$ cat src/rtl/vrc6_snd_gen.sv
// VRC6-style expansion audio: NUM_PULSE pulse channels, optional sawtooth and a saturating mixer.
// All state advances on the falling edge of m2.
module vrc6_snd_gen #(
    parameter int NUM_PULSE = 2,
    parameter int FREQ_W    = 12,
    parameter int SAW_EN    = 1,
    parameter int OUT_W     = 7
) (
    input  logic               m2,
    input  logic               map_rst_n,
    input  logic               reg_we,
    input  logic [2:0]         reg_ch,
    input  logic [1:0]         reg_idx,
    input  logic [7:0]         reg_data,
    output logic [OUT_W-1:0]   snd_out,
    output logic [NUM_PULSE:0] ch_active
);

    // Wide enough for NUM_PULSE*15+31 even when OUT_W is small.
    localparam int SUM_W = (OUT_W + 1 > 8) ? OUT_W + 1 : 8;

    logic halt_q;
    logic x16_q;
    logic x256_q;
    logic glb_wr;

    assign glb_wr = reg_we && (reg_idx == 2'd3);

    always_ff @(negedge m2) begin
        if (!map_rst_n) begin
            halt_q <= 1'b0;
            x16_q  <= 1'b0;
            x256_q <= 1'b0;
        end else if (glb_wr) begin
            halt_q <= reg_data[0];
            x16_q  <= reg_data[1];
            x256_q <= reg_data[2];
        end
    end

    logic [3:0]           pulse_lvl [NUM_PULSE];
    logic [NUM_PULSE-1:0] pulse_en;
    logic [4:0]           saw_lvl;
    logic                 saw_en;

    for (genvar g = 0; g < NUM_PULSE; g++) begin : g_pulse
        logic              ch_wr;
        logic              dis_wr;
        logic              mode_q;
        logic [2:0]        duty_q;
        logic [3:0]        vol_q;
        logic              en_q;
        logic [FREQ_W-1:0] per_q;
        logic [FREQ_W-1:0] per_eff;
        logic [FREQ_W-1:0] div_q;
        logic [3:0]        step_q;

        assign ch_wr   = reg_we && (reg_ch == 3'(g)) && (reg_idx != 2'd3);
        assign dis_wr  = ch_wr && (reg_idx == 2'd2) && !reg_data[7];
        assign per_eff = x256_q ? (per_q >> 8) : (x16_q ? (per_q >> 4) : per_q);

        always_ff @(negedge m2) begin
            if (!map_rst_n) begin
                mode_q <= 1'b0;
                duty_q <= 3'd0;
                vol_q  <= 4'd0;
                en_q   <= 1'b0;
                per_q  <= '0;
                div_q  <= '0;
                step_q <= 4'd0;
            end else begin
                if (ch_wr) begin
                    case (reg_idx)
                        2'd0: begin
                            mode_q <= reg_data[7];
                            duty_q <= reg_data[6:4];
                            vol_q  <= reg_data[3:0];
                        end
                        2'd1: per_q[7:0] <= reg_data;
                        2'd2: begin
                            en_q             <= reg_data[7];
                            per_q[FREQ_W-1:8] <= reg_data[FREQ_W-9:0];
                        end
                        default: ;
                    endcase
                end
                // A disable written on this edge wins over a tick on the same edge.
                if (!en_q || dis_wr) begin
                    div_q  <= '0;
                    step_q <= 4'd0;
                end else if (!halt_q) begin
                    if (div_q == '0) begin
                        div_q  <= per_eff;
                        step_q <= step_q + 4'd1;
                    end else begin
                        div_q <= div_q - 1'b1;
                    end
                end
            end
        end

        assign pulse_lvl[g] = (en_q && (mode_q || (step_q <= {1'b0, duty_q}))) ? vol_q : 4'd0;
        assign pulse_en[g]  = en_q;
    end

    if (SAW_EN != 0) begin : g_saw
        logic              ch_wr;
        logic              dis_wr;
        logic [5:0]        rate_q;
        logic              en_q;
        logic [FREQ_W-1:0] per_q;
        logic [FREQ_W-1:0] per_eff;
        logic [FREQ_W-1:0] div_q;
        logic [3:0]        cnt_q;
        logic [7:0]        acc_q;

        assign ch_wr   = reg_we && (reg_ch == 3'(NUM_PULSE)) && (reg_idx != 2'd3);
        assign dis_wr  = ch_wr && (reg_idx == 2'd2) && !reg_data[7];
        assign per_eff = x256_q ? (per_q >> 8) : (x16_q ? (per_q >> 4) : per_q);

        always_ff @(negedge m2) begin
            if (!map_rst_n) begin
                rate_q <= 6'd0;
                en_q   <= 1'b0;
                per_q  <= '0;
                div_q  <= '0;
                cnt_q  <= 4'd0;
                acc_q  <= 8'd0;
            end else begin
                if (ch_wr) begin
                    case (reg_idx)
                        2'd0: rate_q <= reg_data[5:0];
                        2'd1: per_q[7:0] <= reg_data;
                        2'd2: begin
                            en_q              <= reg_data[7];
                            per_q[FREQ_W-1:8] <= reg_data[FREQ_W-9:0];
                        end
                        default: ;
                    endcase
                end
                if (!en_q || dis_wr) begin
                    div_q <= '0;
                    cnt_q <= 4'd0;
                    acc_q <= 8'd0;
                end else if (!halt_q) begin
                    if (div_q == '0) begin
                        div_q <= per_eff;
                        // Fourteen ticks per ramp; accumulate only on odd->even steps.
                        if (cnt_q == 4'd13) begin
                            cnt_q <= 4'd0;
                            acc_q <= 8'd0;
                        end else begin
                            cnt_q <= cnt_q + 4'd1;
                            if (cnt_q[0]) begin
                                acc_q <= acc_q + {2'b00, rate_q};
                            end
                        end
                    end else begin
                        div_q <= div_q - 1'b1;
                    end
                end
            end
        end

        assign saw_lvl = en_q ? acc_q[7:3] : 5'd0;
        assign saw_en  = en_q;
    end else begin : g_no_saw
        assign saw_lvl = 5'd0;
        assign saw_en  = 1'b0;
    end

    logic [SUM_W-1:0] mix_sum;

    always_comb begin
        mix_sum = SUM_W'(saw_lvl);
        for (int i = 0; i < NUM_PULSE; i++) begin
            mix_sum = mix_sum + SUM_W'(pulse_lvl[i]);
        end
    end

    always_ff @(negedge m2) begin
        if (!map_rst_n) begin
            snd_out <= '0;
        end else if (mix_sum > SUM_W'({OUT_W{1'b1}})) begin
            snd_out <= '1;
        end else begin
            snd_out <= mix_sum[OUT_W-1:0];
        end
    end

    assign ch_active = {saw_en, pulse_en};

endmodule

$ cat config.mk
export PLATFORM = sky130hd
export DESIGN_NAME = vrc6_snd_gen
export DESIGN_NICKNAME = d
export VERILOG_FILES = /design/src/rtl/vrc6_snd_gen.sv
export SDC_FILE = /design/constraint.sdc
export NUM_CORES = 1
export LEC_CHECK = 0
export CAP_MARGIN = 20
export CELL_PAD_IN_SITES_DETAIL_PLACEMENT = 2
export CELL_PAD_IN_SITES_GLOBAL_PLACEMENT = 2
export CORE_UTILIZATION = 35
export CTS_CLUSTER_DIAMETER = 200
export DETAILED_ROUTE_END_ITERATION = 16
export PLACE_DENSITY = 0.84
export SLEW_MARGIN = 15
export SYNTH_ARGS = -nofsm -noshare
export SYNTH_HDL_FRONTEND = slang
export SYNTH_SLANG_ARGS = --single-unit
$ cat constraint.sdc
create_clock -name m2 -period 6.3 [get_ports m2]
set_input_delay 1.26 -clock m2 [delete_from_list [all_inputs] [get_ports m2]]
set_output_delay 1.26 -clock m2 [all_outputs]
set_load 0.03 [all_outputs]
# Word level (Yosys, flattened, before mapping)
# Cells that the tools add are included.
# Widths: inputs -> output; s select.
[classes]
bitwise_logic = 2
order_cmp = 3
reduce_logical = 46
addsub = 9
n_eq_ne = 7
muxes = 16
[op_table]
columns = ["operator", "n"]
rows = [
  ["$mux 12", 9],
  ["$logic_not 12->1", 3],
  ["$sub 12x1->12 const B", 3],
  ["$reduce_and 2->1", 12],
  ["$mux 8", 2],
  ["$logic_and 1x1->1", 15],
  ["$add 4x1->4 const B", 3],
  ["$mux 4", 3],
  ["$add 8x6->8", 1],
  ["$le 4x3->1", 2],
  ["$add 6x4->7", 1],
  ["$gt 7x7->1 const B", 1],
  ["$mux 7", 1],
  ["$add 5x4->6", 1],
  ["$reduce_or 2->1", 3],
  ["$logic_or 1x1->1", 5],
  ["$mux 5", 1],
  ["$eq 2x2->1 const B", 2],
  ["$eq 4x4->1 const B", 1],
  ["$logic_not 1->1", 4],
  ["$eq 3x1->1 const B", 1],
  ["$eq 3x2->1 const B", 1],
  ["$logic_not 3->1", 1],
  ["$reduce_and 3->1", 1],
  ["other kinds (5)", 6],
]
[totals]
elab_cells = 110
ff_bits = 127
out_inout_bits = 10

# Depth between registers and ports, before layout
# Gate-level depths: netlist of the first run.
[logic_depth]
word_depth = 8
mapped_depth = 15
ltp_nobuf = 15

==> flow_summary.toml, run 1 <==
[place]
placed_area_sq_um = 7480
gp_congestion = 0.784
dp_hpwl_um = 15000
port_buffers = 24

[hold_path]
hp-class = "reg2reg"
worstHoldStart = "g_pulse[1].mode_q$_SDFFE_NN0P_"
hold_path_depth = 2

[logic_synthesis]
yosysWarnings = 0
yosysTopAreaCellShare_pct = 36.6
synth_compound_area_share_pct = 19.6
synth_common_cells = "126 x dfxtp_1, 118 x nand2_1, 88 x nand3_1, 61 x a21boi_0, 46 x nor2_1"
synth-xor-area-share_pct = 1.65
synth_edf_count = 0
synthMuxAreaShare_pct = 5.06
synthSimpleGateAreaFrac_pct = 25.7
netlist_area_sq_um = 6890
async_reset_ff_share_pct = 0
yosys.area_share.adder_pct = 6.10
synth_cell_type_count = 68
synth_seq_cells = 126
yosysSeqAreaShare_pct = 36.6
yosysTopAreaCell = "dfxtp_1"
synth_top_family_by_area = "simple AND/OR/NAND/NOR gates"
syn-num-nets = 884
synth_flop_cell = "dfxtp_1"
synth.most_common_cell = "dfxtp_1"
synthTopCellsByArea = "dfxtp_1 37%, a21boi_0 6.6%, nand2_1 6.4%, nand3_1 6.4%, ha_1 4.4%"
syn_avg_cell_area_sq_um = 8.23
synthCells = 838

[power]
power_density_nw_per_um2 = 287
vdd_drop_max_mv = 0.174
power.leakage_nw = 3.58

[worst_setup_path]
r2r_slack_ns = 2.58
crit_path_end = "ch_active[0]"
reg2reg_from = "g_pulse[0].duty_q[1]$_SDFFE_NN0P_"
path_cells = "clkdlybuf4s50_1"
crit_family = "buffers and inverters"
arrival_ns = 4.94
cp.required_ns = 5.04
critPathMaxFanout = 7
critPathLaunch = "g_pulse[0].en_q$_SDFFE_NN0P_"
cp-end-kind = "primary output"
slowest_delay_ns = 0.75
worstSetupPathDepth = 1
critPathSlowestCell = "clkdlybuf4s50_1"
r2r.worst_path.cells = 15
start_kind = "flop"
cp.buffers_inverters = 1
reg2reg_to = "snd_out[5]$_SDFF_NN0_"
critPathKind = "reg2out"

[detailed_routing]
ant_nets = 0
drt_iter0_drc = 413
wl_per_cell_um = 25.6
drt-total-wl_um = 31800
via_count = 7311
vias_per_cell = 5.88
route.detailed.drc = 0
drt_pass1_iterations = 5

[sta]
rsz0062_at_grt = "no"
slew_headroom_pct = 32.8
worst_pin_slew_ns = 1.00
drv_slew = 0
setup_violations = 0
finalSetupTns_ns = 0
worst_clock_skew_ns = 0.0606
hold_violations = 0

[grt]
grt_max_degree = 73
grt_pass1_wl_um = 50000
grt_util_met2_pct = 54.2
first_global_vias = 8464
grt_usage_pct = 33.2
top_usage_layer = "met2"
grt_util_met1_pct = 38.9
grtUsageMet3_pct = 10.2
antenna_found_initial = 0
grt_overflow_total = 0

[flow_run]
cap_violations = 0

[clock_network]
cts-root-buf = "clkbuf_16"
cts_tree = "yes"
clk_latency_ns = 0.52
cts-resized-gates = 0
hold_buffers = 0
clkTransAtPathRegs_ns = 0.06
numCtsBuffers = 17
post-cts-setup-buffers = 0
htree_levels = 4
max-clock-path-buffers = 2
cts_sinks = 126

[final_layout]
layout-drive-gt1-share_pct = 7.73
stdcell_area_sq_um = 8560
fin_nets = 1016
area_delta_synth_final_pct = 24.2
antenna_cells = 0
nFillCells = 2165

[die]
dieArea_sq_um = 20300
start_util_pct = 36.2
chipHeight_um = 142
coreArea_sq_um = 19000
num_rows = 50
pin_count = 26
die_w_um = 142

[run_status]
outcome = "complete, no violations"
routing by layer:
metal | part of all wire (%) | vias to the layer above
met1 | 42 | 3696
met5 | 0 | -
met2 | 49 | 285
li1 | - | 3249
met4 | 3.0 | 0
met3 | 5.7 | 81
flip-flops by register name, summed over array words and instances (netlist names):
name / count
g_pulse.div_q: 24
g_pulse.per_q: 24
g_saw.div_q: 12
g_saw.per_q: 12
g_pulse.step_q: 8
g_pulse.vol_q: 8
g_saw.acc_q: 8
g_pulse.duty_q: 6
g_saw.rate_q: 6
snd_out: 6
g_saw.cnt_q: 4
g_pulse.en_q: 2
g_pulse.mode_q: 2
g_saw.en_q: 1
halt_q: 1
x16_q: 1
x256_q: 1
per-stage QoR:
step	util, %	hold WS (ns)	std cells	total power, mW	setup WS (ns)
after global routing	45.0	0.509	1243	2.56	0.0981
after global placement	39.3	0.446	1086	1.04	0.164
final	45.0	0.485	1243	2.45	0.101
after CTS	45.0	0.491	1243	2.48	0.121
after floorplan	-	0.436	838	0.995	0.536
after detailed placement	39.3	0.461	1086	1.04	0.0669
how the worst min path moves through the flow:
stage,end
floorplan,g_saw.acc_q[0]$_SDFFE_NP0P_
global placement,g_saw.acc_q[0]$_SDFFE_NP0P_
detailed placement,g_pulse[1].duty_q[2]$_SDFFE_NN0P_
CTS,g_pulse[0].div_q[9]$_SDFFE_NP0N_
global route,g_saw.rate_q[4]$_SDFFE_NN0P_
finish,g_pulse[1].mode_q$_SDFFE_NN0P_
placed cells by master, fill, tap and decap left out, types with 12 or more instances in the layout:
master,count
a31oi_1,12
ha_1,24
inv_1,155
a21oi_1,36
a21boi_0,61
buf_4,13
dfxtp_1,125
clkdlybuf4s50_1,23
nand3_1,88
nor2b_1,17
nor2_1,46
nor3_1,14
mux2i_1,27
nand2_1,118
clkbuf_16,17
o21ai_0,25
a211oi_1,15
logic make-up after synthesis:
| family | Yosys count |
|---|---|
| adder cells (fa/ha/maj) | 30 |
| buffers and inverters | 86 |
| flip-flops | 126 |
| AND/OR/NAND/NOR | 351 |
| XOR/XNOR | 13 |
| multiplexers | 34 |
| other | 1 |
| AO/OA/AOI/OAI | 197 |
final cells by class:
class                      instances  area, sq um  area share, %
clock inverter                   141          653           7.63
inverter                          29          109           1.27
clock buffer                      17          425           4.97
timing repair buffer              44          473           5.53
multi-input combinational        626         4050           47.3
sequential                       126         2520           29.5
tap                              260          325           3.80
power breakdown:
part	leakage, nW	switching [mW]	total, mW	internal [mW]
Clock	0.972	0.829	1.54	0.713
Sequential	1.02	0.00654	0.810	0.804
Combinational	1.59	0.0640	0.100	0.0364
Total	3.58	0.899	2.45	1.55
Note: power is estimated with default switching activity, not from simulation.
==> inputs of run 2 (changes only) <==
==> constraint.sdc (replaced) <==
create_clock -name m2 -period 6.2 [get_ports m2]
set_input_delay 1.24 -clock m2 [delete_from_list [all_inputs] [get_ports m2]]
set_output_delay 1.24 -clock m2 [all_outputs]
set_load 0.02 [all_outputs]
==> flow_summary.toml, run 2 (synthesis gave the netlist of run 1 again) <==
[place]
gp_congestion = 0.739
placed_cells = 1084
port_buffers = 24
placed_area_sq_um = 7480
dp_hpwl_um = 15100

[power]
power.leakage_nw = 3.55
vdd_drop_max_mv = 0.164
power_density_nw_per_um2 = 283

[flow_run]
cap_violations = 0

[die]
num_rows = 50
die_w_um = 142
pin_count = 26
dieArea_sq_um = 20300
start_util_pct = 36.2
chipHeight_um = 142
coreArea_sq_um = 19000

[worst_setup_path]
cp-end-kind = "flop"
critPathSlowestCell = "clkdlybuf4s50_1"
critPathKind = "in2reg"
slowest_delay_ns = 0.76
path_cells = "clkdlybuf4s50_1, nor4bb_4, buf_4, nand2_1, nand2_1, a21boi_0"
arrival_ns = 3.43
cp.required_ns = 3.45
critPathLaunch = "reg_ch[1]"
reg2reg_from = "g_pulse[1].duty_q[1]$_SDFFE_NN0P_"
crit_top_cell = "nand2_1"
critPathMaxFanout = 22
start_kind = "primary input"

[grt]
grt_usage_pct = 33.8
grt_pass1_wl_um = 51100
grt_max_degree = 53
grt_overflow_total = 0
first_global_vias = 8594
antenna_found_initial = 0

[hold_path]
hp-class = "reg2reg"
worstHoldStart = "g_pulse[1].vol_q[0]$_SDFFE_NN0P_"

[detailed_routing]
route.detailed.drc = 0
drt_iter0_drc = 532
via_count = 7411
vias_per_cell = 5.96
drt_pass1_iterations = 4
ant_nets = 0
wl_per_cell_um = 26.1
drt-total-wl_um = 32500

[final_layout]
layout-drive-gt1-share_pct = 7.73
antenna_cells = 0
area_delta_synth_final_pct = 23.7
layout.cells.most_common_list = "155 x inv_1, 125 x dfxtp_1, 118 x nand2_1, 88 x nand3_1, 61 x a21boi_0"
stdcell_area_sq_um = 8530
fin_nets = 1016
layout_commonest_cell = "inv_1"
layout.cells.non_filler = 1243
reg_top3 = "g_pulse.div_q (24), g_pulse.per_q (24)"

[sta]
rsz0062_at_grt = "no"
worst_clock_skew_ns = 0.0574
slew_headroom_pct = 26.1
drv_slew = 0
setup_violations = 0
hold_violations = 0
worst_pin_slew_ns = 1.10

[clock_network]
htree_levels = 4
cts_sinks = 126
numCtsBuffers = 17
hold_buffers = 0
clkTransAtPathRegs_ns = 0.06
cts-resized-gates = 0
max-clock-path-buffers = 2
cts-root-buf = "clkbuf_16"
clk_latency_ns = 0.51
cts_tree = "yes"
post-cts-setup-buffers = 0

[run_status]
outcome = "complete, no violations"
[run 2: cell types whose count changed in the layout (fill, tap and decap cells not counted), sizes merged]
cell / change
inv: -4
clkinv: +3
clkinvlp: +2
bufinv: -1
[run 2: cell type report]
class	instances	area, sq um
multi-input cells	626	4050
fillers	2157	10500
well taps	260	325
clock inverters	141	609
clock buffers	17	425
flip-flops and latches	126	2520
inverters	29	109
repair buffers	44	485
[run 2: path summary, 6_finish.rpt]
check | endpoint | cells after the start | slack [ns]
hold reg to reg | g_pulse[1].vol_q[0]$_SDFFE_NN0P_ | 2 | 0.49
setup / recovery | g_saw.per_q[1]$_SDFFE_NN0P_ | 6 | 0.02
setup reg to reg | snd_out[4]$_SDFF_NN0_ | 14 | 2.26
hold / removal | g_pulse[1].vol_q[0]$_SDFFE_NN0P_ | 2 | 0.49
[run 2: power by group]
| part | internal [mW] | switching [mW] | total [mW] |
|---|---|---|---|
| Combinational | 0.0369 | 0.0704 | 0.107 |
| Clock | 0.670 | 0.815 | 1.49 |
| Sequential | 0.817 | 0.00482 | 0.822 |
| Total | 1.52 | 0.890 | 2.41 |
[run 2: routing by layer]
metal / track usage, % / vias up / part of all wire, %
li1: - / 3256 / -
met1: 41.6 / 3780 / 44
met2: 54.2 / 298 / 48
met3: 9.52 / 77 / 5.7
met4: 16.5 / 0 / 2.4
met5: 0 / - / 0
[run 2: worst max-delay path, delay by kind of cell]
family,cells,cell delay [ns]
AOI/OAI and AO/OA,1,0.13
and+or+nand+nor,3,0.94
buffers and inverters,2,1.10
[run 2: stage by stage]
step	utilization (%)	setup slack (ns)	power [mW]	setup TNS [ns]	hold slack, ns
2_1_floorplan	-	0.506	1.01	0	0.436
3_3_place_gp	39.3	0.0300	1.05	0	0.444
3_5_place_dp	39.3	-0.0697	1.05	-0.406	0.462
4_1_cts	44.8	0.0753	2.44	0	0.493
5_1_grt	44.8	0.0345	2.51	0	0.502
6_report	44.8	0.0226	2.41	0	0.491
==> inputs of run 3 (changes only) <==
--- a/config.mk
+++ b/config.mk
@@ -5,7 +5,7 @@
 export SDC_FILE = /design/constraint.sdc
 export NUM_CORES = 1
 export LEC_CHECK = 0
-export CAP_MARGIN = 20
+export CAP_MARGIN = 25
 export CELL_PAD_IN_SITES_DETAIL_PLACEMENT = 2
 export CELL_PAD_IN_SITES_GLOBAL_PLACEMENT = 2
 export CORE_UTILIZATION = 35
==> flow_summary.toml, run 3 (synthesis gave the netlist of run 1 again) <==
[run_status]
outcome = "complete, no violations"

[final_layout]
area_delta_synth_final_pct = 23.8
layout_commonest_cell = "inv_1"
layout-drive-gt1-share_pct = 7.83
layout.cells.most_common_list = "155 x inv_1, 125 x dfxtp_1, 118 x nand2_1, 88 x nand3_1, 61 x a21boi_0"
seq_area_sq_um = 2520
fin_nets = 1017
antenna_cells = 0
layout.cells.non_filler = 1244
multi_input_area_sq_um = 4050
nFillCells = 2122
reg_top3 = "g_pulse.div_q (24), g_pulse.per_q (24)"
finish.utilization_pct = 44.9

[sta]
slew_headroom_pct = 32.8
worst_clock_skew_ns = 0.0619
setup_violations = 0
hold_violations = 0
worst_pin_slew_ns = 0.999
finalWorstSetupSlack_ns = 0.00267
drv_slew = 0
timing.hold.ws_ns = 0.488

[worst_setup_path]
crit_top_cell = "nand2_1"
start_kind = "primary input"
r2r.worst_path.cells = 14
critPathMaxFanout = 22
slowest_delay_ns = 0.77
critPathSlowestCell = "clkdlybuf4s50_1"
cp.required_ns = 3.44
reg2reg_to = "snd_out[4]$_SDFF_NN0_"
cp.buffers_inverters = 2
r2r_slack_ns = 2.26
cp-end-kind = "flop"
path_cells = "clkdlybuf4s50_1, nor4bb_4, buf_4, nand2_1, nand2_1, a21boi_0"
critPathLaunch = "reg_ch[1]"
reg2reg_from = "g_pulse[1].duty_q[1]$_SDFFE_NN0P_"
arrival_ns = 3.44
critPathKind = "in2reg"
crit_family = "buffers and inverters"

[hold_path]
worstHoldStart = "g_pulse[1].vol_q[0]$_SDFFE_NN0P_"
hp-class = "reg2reg"
hold_path_depth = 2
min_to = "g_pulse[1].vol_q[0]$_SDFFE_NN0P_"

[place]
gp_congestion = 0.739
placed_cells = 1084
preCtsSetupSlack_ns = -0.0697
port_buffers = 24
dp_hpwl_um = 15100

[power]
power_density_nw_per_um2 = 285
power.leakage_nw = 3.56
vdd_drop_max_mv = 0.167

[die]
pin_count = 26
dieArea_sq_um = 20300
chipHeight_um = 142
die_w_um = 142
start_util_pct = 36.2
coreArea_sq_um = 19000
num_rows = 50

[clock_network]
max-clock-path-buffers = 2
clkTransAtPathRegs_ns = 0.05
hold_buffers = 0
cts_sinks = 126
cts-resized-gates = 0
cts-root-buf = "clkbuf_16"
htree_levels = 4
numCtsBuffers = 17
cts_tree = "yes"
clk_latency_ns = 0.52

[detailed_routing]
wl_per_cell_um = 27.1
route.detailed.drc = 0
drt_pass1_iterations = 5
via_count = 7531
drt_iter0_drc = 628
drt-total-wl_um = 33700
vias_per_cell = 6.05
ant_nets = 0

[flow_run]
cap_violations = 0

[grt]
antenna_found_initial = 0
first_global_vias = 8594
grt_pass1_wl_um = 51100
grt_max_degree = 53
grt_usage_pct = 33.8
grt_overflow_total = 0
==> run 3: worst max path at each step <==
stage | cells after the start | endpoint | slack (ns)
6_report | 6 | g_saw.per_q[1]$_SDFFE_NN0P_ | 0.003
5_1_grt | 6 | g_saw.per_q[1]$_SDFFE_NN0P_ | -0.006
4_1_cts | 6 | g_saw.per_q[1]$_SDFFE_NN0P_ | 0.08
3_5_place_dp | 6 | g_saw.per_q[0]$_SDFFE_NN0P_ | -0.07
3_3_place_gp | 6 | g_saw.per_q[0]$_SDFFE_NN0P_ | 0.03
2_1_floorplan | 5 | g_saw.div_q[11]$_SDFFE_NP0N_ | 0.51
==> run 3: routing by layer <==
layer  global-route usage [%]  vias to the layer above  part of all wire, %
met4                     16.5                        0                  3.4
li1                         -                     3255                    -
met5                        0                        -                    0
met1                     41.6                     3826                   42
met2                     54.2                      345                   47
met3                     9.52                      105                  6.8
==> run 3: final cells by class <==
type	instances	area share, %
Clock buffer	17	4.98
Clock inverter	141	7.14
Inverter	29	1.28
Multi-Input combinational cell	626	47.4
Sequential cell	126	29.6
Tap cell	260	3.81
Timing Repair Buffer	45	5.78
==> run 3: tightest hold or removal path: stages, from the launching register on <==
cell      delay [ns]
dfxtp_1         0.30
nand2_1         0.05
a21boi_0        0.08
==> run 3: through the flow <==
| step | power [mW] | area [sq um] | setup TNS (ns) |
|---|---|---|---|
| after floorplan | 1.01 | 6890 | 0 |
| after global placement | 1.05 | 7480 | 0 |
| after detailed placement | 1.05 | 7480 | -0.406 |
| after CTS | 2.44 | 8510 | 0 |
| after global routing | 2.52 | 8530 | -0.00577 |
| final | 2.43 | 8530 | 0 |
==> run 3: timing repair <==
item                                    in CTS  in global routing
endpoints found under the setup margin       0                  7
buffers inserted                             0                  2
hold endpoints to repair                     0                  0
==> run 3: where the power goes <==
group	total (mW)	switching, mW	internal, mW	leakage [nW]
Clock	1.50	0.830	0.670	0.945
Sequential	0.822	0.00492	0.817	1.02
Combinational	0.109	0.0719	0.0374	1.60
Total	2.43	0.907	1.52	3.56
